--- src/rtl/hier_resp_collector_if.sv ---
// Child fan-in and parent response bus for hier_resp_collector.
// With HIER_COLLECT_PARITY_EN defined, the bus also carries per-child parity and the parent parity bit.
interface hier_resp_collector_if #(
    parameter int unsigned NUM_CHILD = 5,
    parameter int unsigned DATA_W    = 8,
    parameter int unsigned IDX_W     = 3
) ();
    logic [NUM_CHILD-1:0]        child_valid;
    logic [NUM_CHILD*DATA_W-1:0] child_data;
    logic [NUM_CHILD-1:0]        child_ready;
    logic                        par_valid;
    logic [DATA_W-1:0]           par_data;
    logic [IDX_W-1:0]            par_idx;
    logic                        par_ready;
`ifdef HIER_COLLECT_PARITY_EN
    logic [NUM_CHILD-1:0]        child_parity;
    logic                        par_parity;

    // Collector side: accepts child beats, drives the parent response.
    modport master (
        input  child_valid, child_data, child_parity, par_ready,
        output child_ready, par_valid, par_data, par_idx, par_parity
    );

    // Environment side: the children and the parent.
    modport slave (
        output child_valid, child_data, child_parity, par_ready,
        input  child_ready, par_valid, par_data, par_idx, par_parity
    );
`else
    // Collector side: accepts child beats, drives the parent response.
    modport master (
        input  child_valid, child_data, par_ready,
        output child_ready, par_valid, par_data, par_idx
    );

    // Environment side: the children and the parent.
    modport slave (
        output child_valid, child_data, par_ready,
        input  child_ready, par_valid, par_data, par_idx
    );
`endif
endinterface

--- src/rtl/hier_resp_collector.sv ---
// Round-robin fan-in of NUM_CHILD child response streams into one registered
// parent valid/ready stream tagged with the source child index.
// Optional feature macro: HIER_COLLECT_PARITY_EN (parent parity bit, sticky parity error).
module hier_resp_collector #(
    parameter int unsigned NUM_CHILD = 5,
    parameter int unsigned DATA_W    = 8,
    parameter int unsigned IDX_W     = 3,
    parameter int unsigned CNT_W     = 16
) (
    input  logic                 clk,
    input  logic                 rst_n,
    hier_resp_collector_if.master bus,
    output logic [CNT_W-1:0]     resp_count,
    output logic                 busy
`ifdef HIER_COLLECT_PARITY_EN
    ,
    output logic                 parity_err
`endif
);

    localparam int unsigned SEL_W = (NUM_CHILD > 1) ? $clog2(NUM_CHILD) : 1;
    localparam logic [CNT_W-1:0] CNT_MAX = '1;
    localparam logic [SEL_W-1:0] LAST_SEL = SEL_W'(NUM_CHILD - 1);

    typedef enum logic {
        EMPTY = 1'b0,
        FULL  = 1'b1
    } state_t;

    state_t               state;
    logic [SEL_W-1:0]     rr_ptr;
    logic [DATA_W-1:0]    out_data;
    logic [IDX_W-1:0]     out_idx;
    logic [DATA_W-1:0]    child_word [NUM_CHILD];
    logic                 grant_vld;
    logic [SEL_W-1:0]     grant_sel;
    logic [SEL_W-1:0]     next_ptr;
    logic                 load_en;
    logic                 load;
    logic [NUM_CHILD-1:0] ready;

    // Unpack the flat child payload bus into one word per child.
    for (genvar k = 0; k < NUM_CHILD; k++) begin : g_unpack
        assign child_word[k] = bus.child_data[k*DATA_W +: DATA_W];
    end

    assign load_en  = (state == EMPTY) || bus.par_ready;
    assign load     = load_en && grant_vld;
    assign next_ptr = (grant_sel == LAST_SEL) ? '0 : grant_sel + 1'b1;

    // Round-robin scan starting at rr_ptr; the first valid child wins.
    always_comb begin
        int unsigned pos;
        grant_vld = 1'b0;
        grant_sel = '0;
        pos       = 0;
        for (int unsigned i = 0; i < NUM_CHILD; i++) begin
            pos = 32'(rr_ptr) + i;
            if (pos >= NUM_CHILD) begin
                pos = pos - NUM_CHILD;
            end
            if (!grant_vld && bus.child_valid[SEL_W'(pos)]) begin
                grant_vld = 1'b1;
                grant_sel = SEL_W'(pos);
            end
        end
    end

    // One-hot accept to the granted child; suppressed during reset.
    always_comb begin
        ready = '0;
        if (rst_n && load) begin
            ready[grant_sel] = 1'b1;
        end
    end

    // Output register: load replaces (or fills) the beat, drain empties it.
    always_ff @(posedge clk or negedge rst_n) begin
        if (!rst_n) begin
            state    <= EMPTY;
            out_data <= '0;
            out_idx  <= '0;
            rr_ptr   <= '0;
        end else begin
            if (load) begin
                state    <= FULL;
                out_data <= child_word[grant_sel];
                out_idx  <= IDX_W'(grant_sel);
                rr_ptr   <= next_ptr;
            end else if (state == FULL && bus.par_ready) begin
                state <= EMPTY;
            end
        end
    end

    // Saturating count of completed parent handshakes.
    always_ff @(posedge clk or negedge rst_n) begin
        if (!rst_n) begin
            resp_count <= '0;
        end else if (state == FULL && bus.par_ready && resp_count != CNT_MAX) begin
            resp_count <= resp_count + 1'b1;
        end
    end

`ifdef HIER_COLLECT_PARITY_EN
    logic out_parity;

    // Parent parity tracks the loaded beat; mismatching child parity sets a sticky error.
    always_ff @(posedge clk or negedge rst_n) begin
        if (!rst_n) begin
            out_parity <= 1'b0;
            parity_err <= 1'b0;
        end else if (load) begin
            out_parity <= ^{child_word[grant_sel], IDX_W'(grant_sel)};
            if (bus.child_parity[grant_sel] != ^{child_word[grant_sel], IDX_W'(grant_sel)}) begin
                parity_err <= 1'b1;
            end
        end
    end

    assign bus.par_parity = out_parity;
`endif

    assign bus.child_ready = ready;
    assign bus.par_valid   = (state == FULL);
    assign bus.par_data    = out_data;
    assign bus.par_idx     = out_idx;
    assign busy            = (state == FULL) || (|bus.child_valid);

endmodule

--- src/flat_wrapper.sv ---
// flat-port wrapper written by rule: the top's interface ports become plain ports
module hier_resp_collector_flat 
#(
    parameter int unsigned NUM_CHILD = 5,
    parameter int unsigned DATA_W    = 8,
    parameter int unsigned IDX_W     = 3,
    parameter int unsigned CNT_W     = 16
)
  (clk, rst_n, resp_count, busy, bus_child_valid, bus_child_data, bus_par_ready, bus_child_ready, bus_par_valid, bus_par_data, bus_par_idx);
  hier_resp_collector_if #(.NUM_CHILD(NUM_CHILD), .DATA_W(DATA_W), .IDX_W(IDX_W)) bus_i ();
  input  logic clk;
  input  logic rst_n;
  output logic [CNT_W-1:0] resp_count;
  output logic busy;
  input wire logic [$bits(bus_i.child_valid)-1:0] bus_child_valid;
  input wire logic [$bits(bus_i.child_data)-1:0] bus_child_data;
  input wire logic [$bits(bus_i.par_ready)-1:0] bus_par_ready;
  output wire logic [$bits(bus_i.child_ready)-1:0] bus_child_ready;
  output wire logic [$bits(bus_i.par_valid)-1:0] bus_par_valid;
  output wire logic [$bits(bus_i.par_data)-1:0] bus_par_data;
  output wire logic [$bits(bus_i.par_idx)-1:0] bus_par_idx;
  assign bus_i.child_valid = bus_child_valid;
  assign bus_i.child_data = bus_child_data;
  assign bus_i.par_ready = bus_par_ready;
  assign bus_child_ready = bus_i.child_ready;
  assign bus_par_valid = bus_i.par_valid;
  assign bus_par_data = bus_i.par_data;
  assign bus_par_idx = bus_i.par_idx;
  hier_resp_collector #(.NUM_CHILD(NUM_CHILD), .DATA_W(DATA_W), .IDX_W(IDX_W), .CNT_W(CNT_W)) u_core (.clk(clk), .rst_n(rst_n), .bus(bus_i), .resp_count(resp_count), .busy(busy));
endmodule
--- config.mk ---
export PLATFORM = sky130hd
export DESIGN_NAME = hier_resp_collector_flat
export DESIGN_NICKNAME = d
export VERILOG_FILES = /design/src/rtl/hier_resp_collector_if.sv /design/src/rtl/hier_resp_collector.sv /design/src/flat_wrapper.sv
export SDC_FILE = /design/constraint.sdc
export NUM_CORES = 1
export LEC_CHECK = 0
export BUFFER_PORTS_ARGS = -buffer_cell sky130_fd_sc_hd__buf_2
export CAP_MARGIN = 40
export CORE_UTILIZATION = 52
export DETAILED_ROUTE_END_ITERATION = 8
export MAX_ROUTING_LAYER = met4
export PLACE_DENSITY = 0.79
export SLEW_MARGIN = 20
export SYNTH_ARGS = -nofsm -noshare
export SYNTH_HDL_FRONTEND = slang
export SYNTH_SLANG_ARGS = --single-unit
export TNS_END_PERCENT = 20
--- constraint.sdc ---
create_clock -name clk -period 4.4 [get_ports clk]
set_input_delay 0 -clock clk [delete_from_list [all_inputs] [get_ports clk]]
set_output_delay 0 -clock clk [all_outputs]
set_load 0.1 [all_outputs]
* Yosys cells after proc, flatten, opt, wreduce, memory -nomap -nowiden
Cells that the tools add are included.
** Storage, ports and cells
- Output and inout port bits :: 34
- Word-level logic and storage cells :: 84
- Register bits :: 31
- Input bits :: 48
** Operators by class
- Reductions and logical operators :: 17
- $lt $le $gt $ge :: 13
- Equal/unequal tests :: 2
- $add $sub $neg :: 11
- Multiplexer cells :: 34
- Bitwise gates (word level) :: 2
** Operator list (count)
- $mux W3 :: 11
- $bmux W8 S3 :: 1
- $lt A3 B4 Y1 const B :: 6
- $add A16 B1 Y16 const B :: 1
- $ge A4 B3 Y1 const B :: 4
- $mux W8 :: 2
- $ne A16 B16 Y1 const B :: 1
- $bmux W1 S3 :: 5
- $sub A3 B3 Y3 const B :: 5
- $mux W1 :: 13
- $logic_and A1 B1 Y1 :: 9
- $add A3 B2 Y4 const B :: 2
- $mux W5 :: 1
- $reduce_or A5 Y1 :: 1
- $add A3 B1 Y4 const B :: 1
- $add A3 B3 Y4 const B :: 1
- $ge A4 B4 Y1 const B :: 1
- $logic_not A1 Y1 :: 4
- $not A3 Y4 :: 1
- $add A3 B1 Y3 const B :: 1
- $demux W1 S3 :: 1
- $eq A3 B3 Y1 const B :: 1
- $ge A3 B1 Y1 const B :: 1
- $ge A3 B3 Y1 const B :: 1
- 3 further kinds :: 4

* Depth between registers and ports, before layout
Gate-level depths: netlist (run 1).
- Depth in word-level cells :: 22
- Gate-level depth with buffers :: 16
- Mapped depth without buffers :: 13

* Least setup slack after synthesis (run 1)
Ideal clock, no wire load.
- Path kind :: flip-flop to output port
- From :: reg u_core.rr_ptr[0]
- To :: out bus_child_ready[4]
- Path buffers :: 2
- Stages on the path, launching flop included :: 12
- Required time :: 4.400 ns
- Setup slack :: -0.276 ns
- Data arrival time :: 4.676 ns
- Path through :: dfrtp_1 -> buf_6 -> inv_2 -> ha_1 -> inv_1 -> fa_1 -> a21oi_4 -> mux4_2 -> o21bai_2 -> o31ai_4 -> buf_2 -> nor3_1
** On the way
- Cells in the longest elaborated chain, start to end :: 22
- Elaborated cells on any way between the ends :: 55
- Those cells by class :: add/sub (9); order compare (7); mux (28); reduce/logical (11)
** RTL lines
- from (decl) :: RTL line hier_resp_collector.sv:31 : logic [SEL_W-1:0] rr_ptr;
- from (signal assigned) :: RTL line hier_resp_collector.sv:89 : rr_ptr <= next_ptr;
- parallel branches: the longest is 21 deep, another holds $add A3 B1 Y4
- $mux W5 (*) :: RTL line hier_resp_collector.sv:72 : if (rst_n && load) begin
- to (decl) :: RTL line flat_wrapper.sv:18 : output wire logic [$bits(bus_i.child_ready)-1:0] bus_child_ready;
Mark *: on every way between the ends. The select of a mux whose other input is x is not followed.

* Worst setup path in the final report (run 1)
- From :: reg u_core.rr_ptr[0]
- To :: out bus_child_ready[1]
The elaborated chain is that of the path after synthesis.

==> reports/metrics.yaml, run 1 <==
synthesis:
  syn_nets: 346
  netlist_area_um2: 2660
  ys_ff_latch: 31
  yosysSeqAreaShare_pct: 29.2
  synth_edf_count: 0
  synth_top_area_share_pct: 29.2
  synthCells: 288
  yosys-top-cells-count: "dfrtp_1 (31), mux2i_1 (27), nor2_1 (26)"
  async_flop_share_pct: 100
  syn_avg_cell_area_um2: 9.23
  synthTopCellsByArea: "dfrtp_1 (29%), mux2i_1 (10%), ha_1 (4.2%), xnor2_1 (4.0%), nor2_1 (3.7%)"
  ys.warnings.count: 0
  synth_ff_type: "dfrtp_1"
  synth_most_common_cell: "dfrtp_1"
  ys_types: 67
  yosys.area.top_type: "dfrtp_1"
die:
  die-area_um2: 5400
  coreArea_um2: 4820
  rows: 25
  ios: 82
  fp.dieH_um: 73.5
  die_w_um: 73.5
  initial_core_util_pct: 55.2
clocking:
  ctsResizeCount: 0
  numCtsBuffers: 5
  path_clk_slew_ns: 0.06
  tritoncts: "yes"
  clk_path_buf_depth: 2
  htree_num_levels: 2
  clkSinkCount: 31
  clk_root_buffer_cell: "clkbuf_8"
  worst_skew_pair.late_latency_ns: 0.28
status:
  status: "completed"
grt:
  grt_pass1_wl_um: 11900
  antenna_found_initial: 0
  grt_pass1_vias: 2509
  overflow: 0
  grt_max_degree: 34
  grt_usage_pct: 29.9
place:
  pre_cts_ws_ns: 0.705
  io_buffer_count: 81
  dp.final_hpwl_um: 5300
  gp_congestion: 1.07
drt:
  ant_nets: 0
  route.detailed.drc: 0
  wl_um: 7360
  dr_total_vias: 2583
  drt_iter0_markers: 180
  viasPerCell: 5.83
  dr.pass1.iters: 5
  wl_per_cell_um: 16.6
final_layout:
  drive_gt1_share_pct: 30.3
  area_growth_pct: 23.9
  antenna_cells: 0
  final_nets: 433
  nFillCells: 409
timing:
  maxSlewViolCount: 0
  setup_viol: 0
  final_hold_viol_count: 0
  layout_min_cycle_time_ns: 4.06
  fin_ws_ns: 0.344
  slew_headroom_pct: 51.4
  clock.fmax_ghz: 0.247
  finClkSkew_ns: 0.00302
  worst_pin_slew_ns: 0.729
  rsz0062_at_grt: "no"
  finalCritPeriodShare_pct: 92.2
critical_path:
  cp_data_arrival_time_ns: 4.06
  worst-r2r-cell-count: 14
  crit_fanout: 8
  reg2reg_slack_ns: 0.72
  start_kind: "flip-flop"
  endpoint_kind: "output port"
  worstPathRequired_ns: 4.40
  worst-setup-path-type: "flip-flop to output port"
  r2r_start: "u_core.rr_ptr[0]"
  r2r_end: "u_core.bus.par_data[2]"
min_path:
  min-delay-path-class: "input port to flip-flop"
  min_path_cells: 3
  hold_end: "u_core.bus.par_data[1]"
  worstHoldStart: "bus_child_data[9]"
run:
  drv_cap: 0
-- worst max path at each step --
stage,startpoint,endpoint,cells past startpoint
after floorplan,u_core.rr_ptr[0],bus_child_ready[0],13
final,u_core.rr_ptr[0],bus_child_ready[1],13
after global routing,u_core.rr_ptr[0],bus_child_ready[1],13
after detailed placement,u_core.rr_ptr[0],bus_child_ready[1],13
after CTS,u_core.rr_ptr[0],bus_child_ready[1],13
after global placement,u_core.rr_ptr[0],bus_child_ready[1],13
-- stage by stage --
| stage | hold slack (ns) | instance area (um2) | utilization [%] | cells | TNS, ns |
|---|---|---|---|---|---|
| final | 0.0332 | 3290 | 68.3 | 443 | 0 |
| after global routing | 0.0579 | 3290 | 68.3 | 443 | 0 |
| after CTS | 0.0339 | 3290 | 68.3 | 443 | 0 |
| after detailed placement | 0.103 | 3120 | 64.8 | 426 | 0 |
| after global placement | 0.0915 | 3120 | 64.8 | 426 | 0 |
| after floorplan | -0.296 | 2660 | - | 288 | -0.00832 |
-- cell type report --
type | instances | area (um2) | area share, %
repair buffers | 96 | 571 | 17.3
clock inverters | 1 | 5.00 | 0.152
multi-input cells | 232 | 1750 | 53.1
well taps | 67 | 83.8 | 2.55
inverters | 9 | 33.8 | 1.03
flip-flops and latches | 31 | 776 | 23.6
clock buffers | 7 | 76.3 | 2.32
-- per-layer routing --
metal / vias to the layer above / track usage [%] / wire length (um)
li1: 1239 / - / -
met1: 1223 / 40.4 / 3220
met2: 112 / 47.4 / 3570
met3: 9 / 4.39 / 483
met4: 0 / 7.26 / 86
met5: - / - / 0
-- cell usage in the layout (no fill, tap or decap), types with 3 or more instances in the layout --
master / synthesis / routed
o21ai_0: 8 / 8
mux2i_1: 27 / 27
nor3_1: 7 / 6
nand2b_1: 8 / 8
or3_1: 4 / 4
nor2_1: 26 / 26
and4_1: 3 / 3
inv_1: 8 / 8
ha_1: 9 / 9
o221ai_1: 9 / 9
a31oi_1: 3 / 3
nand3_1: 10 / 10
and2_1: 3 / 3
xor2_1: 8 / 8
nand2_1: 21 / 21
nand4_1: 5 / 5
clkbuf_8: 0 / 5
a21oi_1: 10 / 10
dlygate4sd3_1: 0 / 9
a22oi_1: 8 / 8
buf_2: 7 / 79
dfrtp_1: 31 / 31
xnor2_1: 12 / 12
buf_4: 0 / 6
-- critical path: stages, from the launching register on --
cell,delay [ns]
dfrtp_1,0.39
inv_2,0.14
ha_1,0.16
inv_1,0.04
fa_1,0.45
a21oi_4,0.25
mux4_2,0.54
o21bai_2,0.30
or4b_1,0.17
a21oi_1,0.06
a211o_2,0.32
or3_1,0.40
nor2_1,0.12
buf_2,0.43
-- state kept, by name, indices dropped and copies added, names as in the netlist --
signal,count
u_core.resp_count,16
u_core.bus.par_data,8
u_core.bus.par_idx,3
u_core.rr_ptr,3
u_core.bus.par_valid,1
-- repair_timing --
action,CTS,global route
setup buffers,0,0
hold buffers,9,0
endpoints found under the hold margin,39,0
-- logic make-up after synthesis --
kind of cell               after synthesis  share of synthesized area (%)
and+or+nand+nor                        102                           20.8
xor gates and xnor gates                20                           6.59
AOI/OAI and AO/OA                       69                           20.5
muxes                                   31                           12.7
DFF                                     31                           29.2
adders and majority gates               10                           4.99
buffers and inverters                   25                           5.27
Power of run 1 is left out: the tool's default activity adds up to more than one toggle a clock period on the data nets, which glitch-free logic cannot reach.
==> inputs of run 2 (changes only) <==
- CORE_UTILIZATION: 52 -> 51
- CTS_BUF_LIST: not set -> sky130_fd_sc_hd__clkbuf_8
- PLACE_DENSITY: 0.79 -> 0.78
==> run 2 against run 1 <==
Sequential cell count unchanged. Clock skew grew 0.0032 ns. Global-route usage decreased by 1.7 points. Highest routed layer unchanged. Non-clock buffer count down 2.
==> reports/metrics.yaml, run 2 (synthesized netlist as in run 1, its figures left out) <==
clocking:
  worst_skew_pair.late_latency_ns: 0.29
  tritoncts: "yes"
  clk_path_buf_depth: 2
  numCtsBuffers: 5
  path_clk_slew_ns: 0.07
  clkSinkCount: 31
  clk_root_buffer_cell: "clkbuf_8"
  cts_setup_buffers: 0
  htree_num_levels: 2
min_path:
  min-delay-path-class: "input port to flip-flop"
  min_path_cells: 3
final_layout:
  stdcell_count: 441
  multi_input_area_um2: 1750
  final_common_cell: "buf_2"
  antenna_cells: 0
  final_nets: 431
  largest_reg_flops: 16
  final_cell_mix: "buf_2 (79), dfrtp_1 (30), mux2i_1 (27)"
  seqCellArea_um2: 777
  largest_register: "u_core.resp_count"
  drive_gt1_share_pct: 31.0
  nFillCells: 396
  area_growth_pct: 24.6
critical_path:
  worst-r2r-cell-count: 12
  worst-setup-path-type: "flip-flop to output port"
  crit_fanout: 15
  cp_data_arrival_time_ns: 4.13
  endpoint_kind: "output port"
  cp_num_cells: 12
  path_cells: "ha_1, inv_1, fa_1, a21oi_4, mux4_2, o21bai_2, or4b_1, a21oi_1, a211o_2, or3_1, nor2_1, buf_2"
  cpPeakStageDelay_ns: 0.55
  path_delay_family: "compound AO/OA/AOI/OAI gates"
  reg2reg_slack_ns: 0.71
  start_kind: "flip-flop"
  cpMaxStageDelayCell: "dfrtp_2"
  crit_buf_inv: 2
  worstPathRequired_ns: 4.40
timing:
  worst_pin_slew_ns: 0.736
  finalCritPeriodShare_pct: 93.9
  layout_min_cycle_time_ns: 4.13
  clock.fmax_ghz: 0.242
  final_hold_viol_count: 0
  rsz0062_at_grt: "no"
  maxSlewViolCount: 0
  finClkSkew_ns: 0.00625
  slew_headroom_pct: 50.9
  setup_viol: 0
die:
  ios: 82
  rows: 25
  die-area_um2: 5500
  coreArea_um2: 4880
  die_w_um: 74.2
  fp.dieH_um: 74.2
  initial_core_util_pct: 54.5
grt:
  overflow: 0
  antenna_found_initial: 0
  grt_pass1_wl_um: 11600
  grt_pass1_vias: 2410
  grt_usage_pct: 28.2
  grt_max_degree: 34
status:
  status: "completed"
place:
  place_inst: 424
  dp.final_hpwl_um: 5090
  gp_congestion: 0.901
  io_buffer_count: 81
drt:
  dr.pass1.iters: 4
  dr_total_vias: 2532
  ant_nets: 0
  wl_um: 7100
  wl_per_cell_um: 16.1
  drt_iter0_markers: 142
  route.detailed.drc: 0
  viasPerCell: 5.74
run:
  drv_cap: 0
==> run 2: layout make-up <==
| class | count | share of cell area [%] |
|---|---|---|
| clock inverters | 3 | 1.32 |
| multi-input cells | 232 | 52.8 |
| repair buffers | 94 | 16.8 |
| well taps | 67 | 2.53 |
| inverters | 9 | 1.02 |
| flip-flops and latches | 31 | 23.5 |
| clock buffers | 5 | 2.08 |
==> run 2: what timing repair did <==
item | 4_1_cts | 5_1_grt
gates resized for setup | 0 | 2
hold buffers | 9 | 0
endpoints found under the hold margin | 39 | 0
endpoints found under the setup margin | 0 | 4
==> run 2: through the flow <==
stage | utilization, % | hold slack, ns | area, um2 | setup TNS (ns) | setup slack (ns)
after global routing | 67.9 | 0.0399 | 3310 | 0 | 0.0736
after CTS | 67.8 | 0.00946 | 3310 | 0 | 0.0744
after detailed placement | 63.6 | 0.0998 | 3110 | 0 | 0.427
final | 67.9 | 0.0195 | 3310 | 0 | 0.267
after floorplan | - | -0.296 | 2660 | -0.00832 | -0.00416
after global placement | 63.6 | 0.0881 | 3110 | 0 | 0.527
==> run 2: worst register-to-register path, stage by stage (launching register included) <==
cell and delay [ns]:
dfrtp_2 0.55, ha_1 0.23, inv_1 0.05, fa_1 0.46
a21oi_4 0.24, mux4_2 0.54, o21bai_2 0.32, o21ai_0 0.15
o31ai_1 0.11, o31a_1 0.18, buf_4 0.32, mux2i_1 0.29
o221ai_1 0.13
==> run 2: worst paths after layout <==
path | startpoint | end
min in group asynchronous | rst_n | u_core.resp_count[8]
max in group asynchronous | rst_n | u_core.rr_ptr[1]
min | bus_child_data[9] | u_core.bus.par_data[1]
min reg2reg | u_core.bus.par_idx[2] | u_core.bus.par_idx[2]
max reg2reg | u_core.rr_ptr[1] | u_core.bus.par_data[7]
max | u_core.rr_ptr[1] | bus_child_ready[1]
==> run 2: layer usage <==
layer	routed length, um	global-route usage (%)	vias up	part of all wire [%]
met5	0	-	-	0
met4	54	7.26	0	0.76
met3	462	5.83	6	6.5
met2	3400	43.1	103	48
met1	3180	38.1	1184	45
li1	-	-	1239	-
Power of run 2 is left out for the same reason.
==> inputs of run 3 (changes only) <==
- CELL_PAD_IN_SITES_DETAIL_PLACEMENT: not set -> 1
- CELL_PAD_IN_SITES_GLOBAL_PLACEMENT: not set -> 1
- CORE_UTILIZATION: 51 -> 40
- PLACE_DENSITY: 0.78 -> 0.81
==> run 3 against run 2 <==
First-iteration DRC count down 30%. Worst setup slack better by 0.038 ns. Wire length up 22%. Sequential cell count unchanged. Clock skew about the same. Die area up 27%. Via count up 5.4%. Critical path depth up 1. Global-route usage down 2.7 points. Register-to-register slack about the same. Highest routed layer unchanged.
==> reports/metrics.yaml, run 3 (synthesized netlist as in run 1, its figures left out) <==
drt:
  route.detailed.drc: 0
  drt_iter0_markers: 99
  dr.pass1.iters: 4
  wl_um: 8680
  ant_nets: 0
  viasPerCell: 5.88
  dr_total_vias: 2668
  wl_per_cell_um: 19.1
critical_path:
  worst-setup-path-type: "flip-flop to output port"
  endpoint_kind: "output port"
  crit_fanout: 15
  start_kind: "flip-flop"
  cp_data_arrival_time_ns: 4.09
  reg2reg_slack_ns: 0.71
  worstPathRequired_ns: 4.40
die:
  coreArea_um2: 6390
  fp.dieH_um: 83.5
  initial_core_util_pct: 41.6
  ios: 82
  die-area_um2: 6970
  die_w_um: 83.5
  rows: 29
clocking:
  worst_skew_pair.late_latency_ns: 0.29
  path_clk_slew_ns: 0.07
  htree_num_levels: 2
  clk_path_buf_depth: 2
  tritoncts: "yes"
  cts_setup_buffers: 0
  ctsResizeCount: 0
  numCtsBuffers: 5
  clkSinkCount: 31
  clk_root_buffer_cell: "clkbuf_8"
timing:
  finalCritPeriodShare_pct: 93.1
  worst_pin_slew_ns: 0.531
  final_hold_viol_count: 0
  layout_min_cycle_time_ns: 4.09
  slew_headroom_pct: 64.6
  setup_viol: 0
  fin_ws_ns: 0.306
  clock.fmax_ghz: 0.244
  maxSlewViolCount: 0
  finClkSkew_ns: 0.00591
  rsz0062_at_grt: "no"
final_layout:
  final_nets: 434
  design_area_um2: 3330
  final_common_cell: "buf_2"
  antenna_cells: 0
  final_cell_mix: "buf_2 (79), dfrtp_1 (31), mux2i_1 (27)"
  drive_gt1_share_pct: 30.8
  largest_reg_flops: 16
  nFillCells: 799
  largest_register: "u_core.resp_count"
  area_growth_pct: 25.2
min_path:
  min-delay-path-class: "input port to flip-flop"
grt:
  grt_max_degree: 34
  grt_usage_pct: 25.5
  overflow: 0
  grt_pass1_vias: 2749
  antenna_found_initial: 0
  grt_pass1_wl_um: 13700
place:
  dpl_cell_area_um2: 3130
  io_buffer_count: 81
  dp.final_hpwl_um: 6260
  gp_congestion: 0.860
  pre_cts_ws_ns: 0.615
run:
  drv_cap: 0
status:
  status: "completed"
-- run 3: changes by cell type in the layout (fill, tap and decap cells not counted), sizes merged --
cell	change
clkinv	-1
buf	+3
inv	+1
bufinv	-1
clkinvlp	+1
-- run 3: layer usage --
layer	vias to the layer above	global-route usage (%)	wire [um]
li1	1243	-	-
met1	1322	31.9	3780
met2	89	42.0	4250
met3	14	5.34	509
met4	0	7.09	147
met5	-	-	0
-- run 3: area by class of cell --
type	count	area [um2]	area share, %
clock inverters	3	16.3	0.489
inverters	9	33.8	1.02
flip-flops and latches	31	776	23.3
multi-input cells	232	1750	52.5
well taps	77	96.3	2.89
repair buffers	97	591	17.7
clock buffers	5	68.8	2.07
-- run 3: final timing paths --
| check | startpoint | end | depth (start not counted) |
|---|---|---|---|
| max in group asynchronous | rst_n | u_core.bus.par_data[1] | 3 |
| max | u_core.rr_ptr[1] | bus_child_ready[1] | 13 |
| min reg2reg | u_core.bus.par_idx[1] | u_core.bus.par_idx[1] | 2 |
| max reg2reg | u_core.rr_ptr[1] | u_core.bus.par_data[5] | 13 |
| min in group asynchronous | rst_n | u_core.resp_count[5] | 2 |
| min | bus_child_data[9] | u_core.bus.par_data[1] | 3 |
-- run 3: critical path, stage by stage (launching register included) --
cell	delay [ns]
dfrtp_1	0.49
inv_1	0.17
ha_1	0.66
buf_4	0.25
mux2i_1	0.19
a32oi_1	0.11
o221ai_1	0.33
nor2_1	0.10
a21oi_1	0.20
a21oi_1	0.09
a211o_2	0.32
or3_1	0.38
nor2_1	0.10
buf_2	0.43
-- run 3: per-stage QoR --
step | hold WS [ns] | setup TNS, ns | utilization (%) | instances
finish | 0.0342 | 0 | 52.1 | 454
global route | 0.0506 | 0 | 52.1 | 454
CTS | 0.0388 | 0 | 51.8 | 453
detailed placement | 0.120 | 0 | 49.1 | 436
global placement | 0.107 | 0 | 49.1 | 436
floorplan | -0.296 | -0.00832 | - | 288
-- run 3: repair_timing --
action,4_1_cts,5_1_grt
endpoints found under the setup margin,0,0
hold endpoints to repair,39,0
hold buffers,9,0
Power of run 3 is left out for the same reason.
